===== src/rtl/dram_pkg.sv =====
// Shared definitions for the DRAM command sequencer: command encodings,
// FSM state encodings and a small elaboration-time helper.
// The refresh states are only reached when DRAM_REFRESH_EN is defined.
package dram_pkg;

    typedef enum logic [2:0] {
        CMD_NOP  = 3'd0,
        CMD_ACT  = 3'd1,
        CMD_RD   = 3'd2,
        CMD_WR   = 3'd3,
        CMD_PRE  = 3'd4,
        CMD_PREA = 3'd5,
        CMD_REF  = 3'd6
    } cmd_e;

    localparam int STATE_W = 4;

    localparam logic [STATE_W-1:0] ST_IDLE   = 4'd0;
    localparam logic [STATE_W-1:0] ST_PRE    = 4'd1;
    localparam logic [STATE_W-1:0] ST_TRP    = 4'd2;
    localparam logic [STATE_W-1:0] ST_ACT    = 4'd3;
    localparam logic [STATE_W-1:0] ST_TRCD   = 4'd4;
    localparam logic [STATE_W-1:0] ST_ACCESS = 4'd5;
    localparam logic [STATE_W-1:0] ST_TCL    = 4'd6;
    localparam logic [STATE_W-1:0] ST_PREA   = 4'd7;
    localparam logic [STATE_W-1:0] ST_TRFC   = 4'd8;
    localparam logic [STATE_W-1:0] ST_REF    = 4'd9;

    // Larger of two integers, used to size the shared wait timer.
    function automatic int max_int(input int a, input int b);
        return (a > b) ? a : b;
    endfunction

endpackage


===== src/rtl/dram_timer.sv =====
// Wait-state down-counter. Loading puts a value in; the counter then
// decrements once per cycle and holds at zero, where expired is high.
module dram_timer #(
    parameter int W = 4
) (
    input  logic         clk,
    input  logic         rst,
    input  logic         load,
    input  logic [W-1:0] value,
    output logic         expired
);

    logic [W-1:0] count_q, count_d;

    // Next count: load wins, otherwise count down and stick at zero.
    always_comb begin
        // NOTE: default first so every path assigns count_d and no latch is inferred.
        count_d = count_q;
        if (load) begin
            count_d = value;
        end else if (count_q != '0) begin
            count_d = count_q - W'(1);
        end
    end

    // Count register.
    always_ff @(posedge clk) begin
        // NOTE: non-blocking assignments for state so every flop samples pre-edge values.
        if (rst) begin
            count_q <= '0;
        end else begin
            count_q <= count_d;
        end
    end

    assign expired = (count_q == '0);

endmodule


===== src/rtl/dram_cmd_sequencer.sv =====
// Single-request DRAM command sequencer with an open-row table.
// A request is turned into PRE/ACT/RD/WR commands spaced by T_RP, T_RCD and
// T_CL, then done pulses. Optional periodic refresh (PREA + REF) is built
// when the macro DRAM_REFRESH_EN is defined.
module dram_cmd_sequencer
    import dram_pkg::*;
#(
    parameter int NUM_OF_BANKS = 8,
    parameter int NUM_OF_ROWS  = 128,
    parameter int NUM_OF_COLS  = 8,
    parameter int T_RCD        = 3,
    parameter int T_RP         = 2,
    parameter int T_CL         = 4,
    parameter int T_REFI       = 780,
    parameter int T_RFC        = 16
) (
    input  logic                            clk,
    input  logic                            rst,
    input  logic                            req_valid,
    output logic                            req_ready,
    input  logic                            req_write,
    input  logic [$clog2(NUM_OF_BANKS)-1:0] bank_id,
    input  logic [$clog2(NUM_OF_ROWS)-1:0]  row_id,
    input  logic [$clog2(NUM_OF_COLS)-1:0]  col_id,
    output logic [2:0]                      cmd,
    output logic [$clog2(NUM_OF_BANKS)-1:0] cmd_bank,
    output logic [$clog2(NUM_OF_ROWS)-1:0]  cmd_row,
    output logic [$clog2(NUM_OF_COLS)-1:0]  cmd_col,
    output logic                            done
);

    localparam int BW = $clog2(NUM_OF_BANKS);
    localparam int RW = $clog2(NUM_OF_ROWS);
    localparam int CW = $clog2(NUM_OF_COLS);
    localparam int TW = $clog2(max_int(max_int(T_RCD, T_RP), max_int(T_CL, T_RFC)) + 1);

    if (T_RCD < 1 || T_RP < 1 || T_CL < 1 || T_RFC < 1 || T_REFI < 1) begin : g_bad_timing
        $error("dram_cmd_sequencer: all timing parameters must be >= 1");
    end

    logic [STATE_W-1:0]   state_q, state_d;
    logic                 write_q, write_d;
    logic [BW-1:0]        bank_q, bank_d;
    logic [RW-1:0]        row_q, row_d;
    logic [CW-1:0]        col_q, col_d;
    logic [2:0]           cmd_q, cmd_d;
    logic [BW-1:0]        cmd_bank_q, cmd_bank_d;
    logic [RW-1:0]        cmd_row_q, cmd_row_d;
    logic [CW-1:0]        cmd_col_q, cmd_col_d;
    logic                 done_q, done_d;
    logic [NUM_OF_BANKS-1:0] open_q, open_d;
    logic [RW-1:0]        row_tbl_q [NUM_OF_BANKS];
    logic                 row_we;
    logic                 tmr_load;
    logic [TW-1:0]        tmr_val;
    logic                 tmr_expired;

`ifdef DRAM_REFRESH_EN
    localparam int RFW = $clog2(T_REFI + 1);
    logic [RFW-1:0] refi_q, refi_d;
    logic           pend_q, pend_d;
    logic           in_ref_q, in_ref_d;
    logic           ref_done;
`endif

    dram_timer #(.W(TW)) u_timer (
        .clk     (clk),
        .rst     (rst),
        .load    (tmr_load),
        .value   (tmr_val),
        .expired (tmr_expired)
    );

    // Next-state logic: route each accepted request by open-row lookup.
    always_comb begin
        state_d = state_q;
        write_d = write_q;
        bank_d  = bank_q;
        row_d   = row_q;
        col_d   = col_q;
        done_d  = 1'b0;
        case (state_q)
            ST_IDLE: begin
                if (req_valid && req_ready) begin
                    write_d = req_write;
                    bank_d  = bank_id;
                    row_d   = row_id;
                    col_d   = col_id;
                    if (!open_q[bank_id])                 state_d = ST_ACT;
                    else if (row_tbl_q[bank_id] == row_id) state_d = ST_ACCESS;
                    else                                  state_d = ST_PRE;
                end
`ifdef DRAM_REFRESH_EN
                else if (pend_q) begin
                    state_d = ST_PREA;
                end
`endif
            end
            ST_PRE:  state_d = tmr_expired ? ST_ACT : ST_TRP;
            ST_TRP: begin
                if (tmr_expired) begin
`ifdef DRAM_REFRESH_EN
                    state_d = in_ref_q ? ST_REF : ST_ACT;
`else
                    state_d = ST_ACT;
`endif
                end
            end
            ST_ACT:  state_d = tmr_expired ? ST_ACCESS : ST_TRCD;
            ST_TRCD: if (tmr_expired) state_d = ST_ACCESS;
            ST_ACCESS, ST_TCL: begin
                if (tmr_expired) begin
                    state_d = ST_IDLE;
                    done_d  = 1'b1;
                end else begin
                    state_d = ST_TCL;
                end
            end
`ifdef DRAM_REFRESH_EN
            ST_PREA: state_d = tmr_expired ? ST_REF : ST_TRP;
            ST_REF:  state_d = tmr_expired ? ST_IDLE : ST_TRFC;
            ST_TRFC: if (tmr_expired) state_d = ST_IDLE;
`endif
            default: state_d = ST_IDLE;
        endcase
    end

    // Command, timer load and open-table update for the state being entered.
    always_comb begin
        cmd_d      = CMD_NOP;
        cmd_bank_d = '0;
        cmd_row_d  = '0;
        cmd_col_d  = '0;
        tmr_load   = 1'b0;
        tmr_val    = '0;
        open_d     = open_q;
        row_we     = 1'b0;
        case (state_d)
            ST_ACT: begin
                cmd_d          = CMD_ACT;
                cmd_bank_d     = bank_d;
                cmd_row_d      = row_d;
                tmr_load       = 1'b1;
                tmr_val        = TW'(T_RCD - 1);
                open_d[bank_d] = 1'b1;
                row_we         = 1'b1;
            end
            ST_PRE: begin
                cmd_d          = CMD_PRE;
                cmd_bank_d     = bank_d;
                tmr_load       = 1'b1;
                tmr_val        = TW'(T_RP - 1);
                open_d[bank_d] = 1'b0;
            end
            ST_ACCESS: begin
                cmd_d      = write_d ? CMD_WR : CMD_RD;
                cmd_bank_d = bank_d;
                cmd_col_d  = col_d;
                tmr_load   = 1'b1;
                tmr_val    = TW'(T_CL - 1);
            end
`ifdef DRAM_REFRESH_EN
            ST_PREA: begin
                cmd_d    = CMD_PREA;
                tmr_load = 1'b1;
                tmr_val  = TW'(T_RP - 1);
                open_d   = '0;
            end
            ST_REF: begin
                cmd_d    = CMD_REF;
                tmr_load = 1'b1;
                tmr_val  = TW'(T_RFC - 1);
            end
`endif
            default: ;
        endcase
    end

    // FSM, latched request and registered command outputs.
    always_ff @(posedge clk) begin
        if (rst) begin
            state_q    <= ST_IDLE;
            write_q    <= 1'b0;
            bank_q     <= '0;
            row_q      <= '0;
            col_q      <= '0;
            cmd_q      <= CMD_NOP;
            cmd_bank_q <= '0;
            cmd_row_q  <= '0;
            cmd_col_q  <= '0;
            done_q     <= 1'b0;
            open_q     <= '0;
        end else begin
            state_q    <= state_d;
            write_q    <= write_d;
            bank_q     <= bank_d;
            row_q      <= row_d;
            col_q      <= col_d;
            cmd_q      <= cmd_d;
            cmd_bank_q <= cmd_bank_d;
            cmd_row_q  <= cmd_row_d;
            cmd_col_q  <= cmd_col_d;
            done_q     <= done_d;
            open_q     <= open_d;
        end
    end

    // Open-row register file, written on every ACT.
    always_ff @(posedge clk) begin
        // NOTE: the row table is not reset; its contents only matter when open_q is set.
        if (row_we) begin
            row_tbl_q[bank_d] <= row_d;
        end
    end

`ifdef DRAM_REFRESH_EN
    assign ref_done = in_ref_q && tmr_expired && (state_q == ST_REF || state_q == ST_TRFC);

    // Refresh interval counter, pending request and in-refresh flag.
    always_comb begin
        refi_d   = (refi_q == '0) ? RFW'(T_REFI - 1) : refi_q - RFW'(1);
        pend_d   = pend_q;
        in_ref_d = in_ref_q;
        if (ref_done) begin
            pend_d   = 1'b0;
            in_ref_d = 1'b0;
        end
        if (state_d == ST_PREA) in_ref_d = 1'b1;
        if (refi_q == '0)       pend_d   = 1'b1;
    end

    // Refresh state registers.
    always_ff @(posedge clk) begin
        if (rst) begin
            refi_q   <= RFW'(T_REFI - 1);
            pend_q   <= 1'b0;
            in_ref_q <= 1'b0;
        end else begin
            refi_q   <= refi_d;
            pend_q   <= pend_d;
            in_ref_q <= in_ref_d;
        end
    end

    assign req_ready = (state_q == ST_IDLE) && !done_q && !pend_q;
`else
    assign req_ready = (state_q == ST_IDLE) && !done_q;
`endif

    assign cmd      = cmd_q;
    assign cmd_bank = cmd_bank_q;
    assign cmd_row  = cmd_row_q;
    assign cmd_col  = cmd_col_q;
    assign done     = done_q;

endmodule


===== config.mk =====
export PLATFORM = sky130hd
export DESIGN_NAME = dram_cmd_sequencer
export DESIGN_NICKNAME = d
export VERILOG_FILES = /design/src/rtl/dram_pkg.sv /design/src/rtl/dram_timer.sv /design/src/rtl/dram_cmd_sequencer.sv
export SDC_FILE = /design/constraint.sdc
export NUM_CORES = 1
export LEC_CHECK = 0
export CAP_MARGIN = 40
export CORE_ASPECT_RATIO = 1.4
export CORE_MARGIN = 2
export CORE_UTILIZATION = 50
export CTS_CLUSTER_DIAMETER = 30
export DETAILED_ROUTE_END_ITERATION = 16
export PLACE_DENSITY = 0.77
export SYNTH_ARGS = -nofsm -noshare
export SYNTH_HDL_FRONTEND = slang
export SYNTH_SLANG_ARGS = --single-unit

===== constraint.sdc =====
create_clock -name clk -period 3.7 [get_ports clk]
set_input_delay 0.74 -clock clk [delete_from_list [all_inputs] [get_ports clk]]
set_output_delay 0.74 -clock clk [all_outputs]
set_load 0.005 [all_outputs]

==> After elaboration in Yosys (flattened, before gate mapping) <==
Memories as Yosys holds them, arrays and structs flattened.
Index checks and enable logic that the tools add are counted.
{ "totals": {"regBits": 48, "latchBits": 0, "ram_bits": 56, "mem_bits_ro": 0, "in_bits": 17, "out_inout_bits": 18, "wordCells": 81, "n_memories": 1} }
{ "mem_list": {"columns": ["name", "words", "word_bits", "rd", "rd_clocked_by_memory_dff", "write_ports", "line_no", "source"], "rows": [
  ["row_tbl_q", 8, 7, 1, 0, 1, "dram_cmd_sequencer.sv:52", "logic [RW-1:0] row_tbl_q [NUM_OF_BANKS];"]
]} }
{ "classes": {"n_addsub": 1, "multipliers": 0, "div": 0, "n_lt_le_gt_ge": 3, "n_eq_ne": 10, "shift": 0, "mux": 32, "n_bitwise": 7, "n_reduce_logical": 15} }
{ "ops": {"columns": ["op", "count"], "rows": [
  ["case mux 4 bit (6 select lines)", 1],
  ["two-way mux 3 bit", 7],
  ["equality test 4 x 3 -> 1 bit (second input constant)", 4],
  ["case mux 8 bit (2 select lines)", 1],
  ["two-way mux 7 bit", 2],
  ["equality test 4 x 2 -> 1 bit (second input constant)", 3],
  ["two-way mux 1 bit", 12],
  ["two-way mux 4 bit", 3],
  ["two-way mux 5 bit", 2],
  ["OR reduction 2 bit", 5],
  ["case mux 3 bit (3 select lines)", 1],
  ["AND 8 bit", 1],
  ["equality test 4 x 1 -> 1 bit (second input constant)", 2],
  ["< comparator 3 x 4 -> 1 bit (second input constant)", 2],
  ["inverter 8 bit", 1],
  ["bitwise OR 8 bit", 1],
  ["equality test 7 bit", 1],
  ["case mux 2 bit (3 select lines)", 1],
  ["zero test 5 bit", 1],
  ["nonzero test 5 bit", 1],
  ["subtractor 5 x 1 -> 5 bit (second input constant)", 1],
  ["zero test 4 bit", 1],
  ["inverter 1 bit", 4],
  ["nonzero test 2 bit", 2],
  ["6 further kinds", 8]
]} }

==> Logic depth before layout (Yosys ltp) <==
{ "logic_depth": {"depth_word": 12, "mapped_depth": 10, "mapped_depth_nobuf": 8} }

==> Modules after synthesis <==
From an unflattened synthesis, not the netlist that was laid out.
{ "unflattened": {"cells_unflattened": 339, "area_unflattened_um2": 4399.2} }
{ "modules_own_cells": {"columns": ["module", "instances", "cells_each", "area_per_inst_um2", "seq_area_each_um2"], "rows": [
  ["dram_cmd_sequencer", 1, 307, 4111.4, 2542.4],
  ["dram_timer", 1, 32, 287.8, 100.1]
]} }

==> Least setup slack after synthesis <==
Ideal clock, no wire load.
{ "synth_timing": {"path_type": "input to register", "start": "in bank_id[2]", "end": "mem row_tbl_q[3][0] (netlist bit), enable pin", "setup_ns": 0.373, "arrival_ns": 2.627, "required_time_ns": 3.327, "setup_slack_ns": 0.700, "stages": 7, "n_path_buf": 1, "path_cell_list": "clkbuf_1 nor2b_1 a22oi_1 a21o_1 and2_1 or2b_1 a21oi_1"} }
{ "synth_via": {"elab_chain_cells": 10, "word_cells_on_any_way": 14, "cone_classes": "2 x eq/ne; 11 x mux; 1 x memory"} }
{ "synth_lines": {"columns": ["element", "line_no", "source"], "rows": [
  ["from (decl)", "dram_cmd_sequencer.sv:22", "input logic [$clog2(NUM_OF_BANKS)-1:0] bank_id,"],
  ["memory read (8 x 7 bit)", null, null],
  ["equality test 7 bit", "dram_cmd_sequencer.sv:90", "else if (row_tbl_q[bank_id] == row_id) state_d = ST_ACCESS;"],
  ["two-way mux 3 bit", "dram_cmd_sequencer.sv:90", null],
  ["two-way mux 3 bit", "dram_cmd_sequencer.sv:89", "if (!open_q[bank_id]) state_d = ST_ACT;"],
  ["two-way mux 4 bit", "dram_cmd_sequencer.sv:84", "if (req_valid && req_ready) begin"],
  ["case mux 4 bit (6 select lines)", "dram_cmd_sequencer.sv:82", "case (state_q)"],
  ["equality test 4 x 2 -> 1 bit", "dram_cmd_sequencer.sv:138", "case (state_d)"],
  ["two-way mux 1 bit", "dram_cmd_sequencer.sv:138", null],
  ["two-way mux 1 bit", "dram_cmd_sequencer.sv:211", "if (row_we) begin"],
  ["two-way mux 1 bit (not written as such)", "dram_cmd_sequencer.sv:212", "row_tbl_q[bank_d] <= row_d;"],
  ["to (decl)", "dram_cmd_sequencer.sv:52", null]
]} }
Parallel ways exist; a longest one is shown, timed or not. The select of a mux whose other input is x is not followed.

==> Final worst setup path <==
{ "layout_timing": {"start": "in bank_id[0]", "end": "reg cmd_col_q[1] (netlist: cmd_col[1])"} }
{ "layout_via": {"elab_chain_cells": 9, "word_cells_on_any_way": 11, "cone_classes": "2 x eq/ne; 6 x mux; 1 x bitwise; 1 x reduce/logical; 1 x memory"} }
{ "layout_lines": {"columns": ["element", "line_no", "source"], "rows": [
  ["memory read (8 x 7 bit)", null, null],
  ["equality test 7 bit", "dram_cmd_sequencer.sv:90", null],
  ["two-way mux 3 bit", "dram_cmd_sequencer.sv:90", null],
  ["two-way mux 3 bit (*)", "dram_cmd_sequencer.sv:89", null],
  ["two-way mux 4 bit (*)", "dram_cmd_sequencer.sv:84", null],
  ["case mux 4 bit (6 select lines) (*)", "dram_cmd_sequencer.sv:82", null],
  ["equality test 4 x 3 -> 1 bit (*)", "dram_cmd_sequencer.sv:138", null],
  ["inverter 1 bit (no source line) (*)", null, null],
  ["OR reduction 2 bit (no source line) (*)", null, null],
  ["to (signal assigned)", "dram_cmd_sequencer.sv:202", "cmd_col_q <= cmd_col_d;"],
  ["to (decl)", "dram_cmd_sequencer.sv:49", "logic [CW-1:0] cmd_col_q, cmd_col_d;"]
]} }
Every way passes the cells marked *; elsewhere a longest branch is shown, timed or not. The select of a mux whose other input is x is not followed.
A chain may end at the register's enable or synchronous reset.

==> results_dict.tcl <==
set metrics [dict create \
    final_net_count 401 \
    worst-path-max-fanout 28 \
    tritoncts "built" \
    hold_ws_ns 0.465 \
    antenna_found_initial 0 \
    hpwl_um 6860 \
    clk_pin_slew_worst_paths_ns 0.07 \
    design_power_total_mw 2.75 \
    cts.path.max_buffers 2 \
    status "complete, no violations" \
    synth-edff-count 56 \
    die_h_um 114 \
    period_share 0.881 \
    worstMarginPinSlew_ns 0.723 \
    grt_use_total 0.227 \
    clk_latency_ns 0.35 \
    yosysSeqAreaShare 0.609 \
    min_path_type "reg2reg" \
    layout_common_cells "edfxtp_1, dfxtp_1, clkdlybuf4s50_1" \
    syn_inst 333 \
    overflow 0 \
    synth_nets 352 \
    cts_sinks 104 \
    peakVddDrop_uv 562 \
    antenna_left 0 \
    num_antenna_cells 0 \
    grt_pass1_vias 2919 \
    synth_cell_types 58 \
    setup_viol 0 \
    drive_above_1_share 0.181 \
    dp_cells 476 \
    grt_max_degree 29 \
    pin_count 35 \
    grt_pass1_wl_um 15500 \
    clockRootBuffer "clkbuf_16" \
    synthFlopType "edfxtp_1" \
    core_um2 8510 \
    start_util 0.510 \
    p_leak_nw 1.96 \
    required_ns 3.93 \
    relSlewSlack 0.513 \
    final_common_cell "edfxtp_1" \
    cts_resized 0 \
    endpoint_kind "register" \
    power_density_nw_per_um2 527 \
    drtPass1Iterations 5 \
    gp_congestion 0.877 \
    yosysWarnings 0 \
    path_class "in2reg" \
    post-cts-setup-buffers 0 \
    dieArea_um2 9450 \
    dp_slack_ns 0.0796 \
    arrival_ns 3.49 \
    holdBufCountCts 0 \
    start_kind "input port" \
    wirelength_um 9750 \
    finalSetupTns_ns 0 \
    drc 0 \
    timing.final.max_slew_violations 0 \
    htreeDepth 3 \
    cap_viol_max_count 0 \
    clock_skew_ns 0.00893 \
    hold_viol_final 0 \
    synthArstFlopShare 0 \
    portBuffers 34 \
    drt-initial-drc-count 224 \
    synth_area_per_cell_um2 13.0 \
    num_vias 2833 \
    worst_slack_ns 0.441 \
    syn2layout_area_growth_pct 20.3 \
    period_needed_ns 3.26 \
    die_w_um 82.7 \
    wl_per_cell_um 19.8 \
    cts_buffers 9 \
    stdcell_count 492 \
    synth-seq-cells 104 \
    vias_per_cell 5.76 \
    fmax_ghz 0.307 \
    rows 40 \
    rsz0062_at_grt "false" \
    syn_area_um2 4340 \
]
per-stage QoR:
stage / area, µm² / util
2_1_floorplan: 4340 / -
3_3_place_gp: 4880 / 0.574
3_5_place_dp: 4900 / 0.576
4_1_cts: 5220 / 0.613
5_1_grt: 5220 / 0.613
6_report: 5220 / 0.613
power breakdown:
part | switching (mW) | total (mW) | internal (mW) | leakage (nW)
Clock | 0.433 | 0.981 | 0.548 | 0.160
Combinational | 0.253 | 0.455 | 0.202 | 0.901
Sequential | 0.0405 | 1.31 | 1.27 | 0.904
area by class of cell:
type / count / area, µm²
Fill cell: 659 / 3290
Sequential cell: 104 / 2640
Multi-Input combinational cell: 202 / 1570
Timing Repair Buffer: 55 / 518
Clock buffer: 11 / 275
Tap cell: 105 / 131
Clock inverter: 5 / 42.5
Inverter: 10 / 37.5
cell families (layout without fill, tap and decap cells):
family          Yosys count  in the layout  share of synthesized area
compound gates           59             59                      0.111
xor+xnor                  7              7                     0.0141
fa+ha+maj                 2              2                    0.00577
buf+inv                  27             81                     0.0291
flops                   104            104                      0.609
mux                      42             42                      0.122
other cells               1              1                   0.000865
simple gates             91             91                      0.108
final timing paths:
path	start	endpoint	slack, ns	cells past startpoint
max	bank_id[0]	cmd_col[1]	0.44	8
max reg2reg	u_timer.count_q[0]	row_tbl_q[3][1]	0.82	8
min	write_q	write_q	0.47	2
min reg2reg	write_q	write_q	0.47	2
critical path, stage by stage:
cell             delay, ns
clkdlybuf4s50_1       0.51
buf_12                0.22
mux4_2                0.52
mux2i_1               0.21
xor2_1                0.23
and4_1                0.24
nand4_2               0.31
a2111oi_1             0.49
sequential cells by signal (all words and copies together) (netlist names), named ones only:
signal           count
state_q              4
col_q                3
cmd_row              7
bank_q               3
done                 1
u_timer.count_q      5
cmd_col              3
write_q              1
row_q                7
cmd                  3
row_tbl_q           56
cmd_bank             3
cells in the mapped netlist (7+ instances only):
cell	number	share of area
a21oi_1	14	0.016
edfxtp_1	56	0.39
dfxtp_1	48	0.22
inv_1	10	0.0087
nor3_1	10	0.012
mux2i_1	27	0.062
nor2_1	32	0.028
nand2_1	16	0.014
mux4_2	8	0.042
mux2_2	7	0.018
clkbuf_1	9	0.0078
per-layer routing:
metal,part of all wire,GRT usage
met5,0,0
met4,0.027,0.0929
met3,0.035,0.0489
met2,0.54,0.397
met1,0.40,0.264
Power figures use the tool's default switching activity.
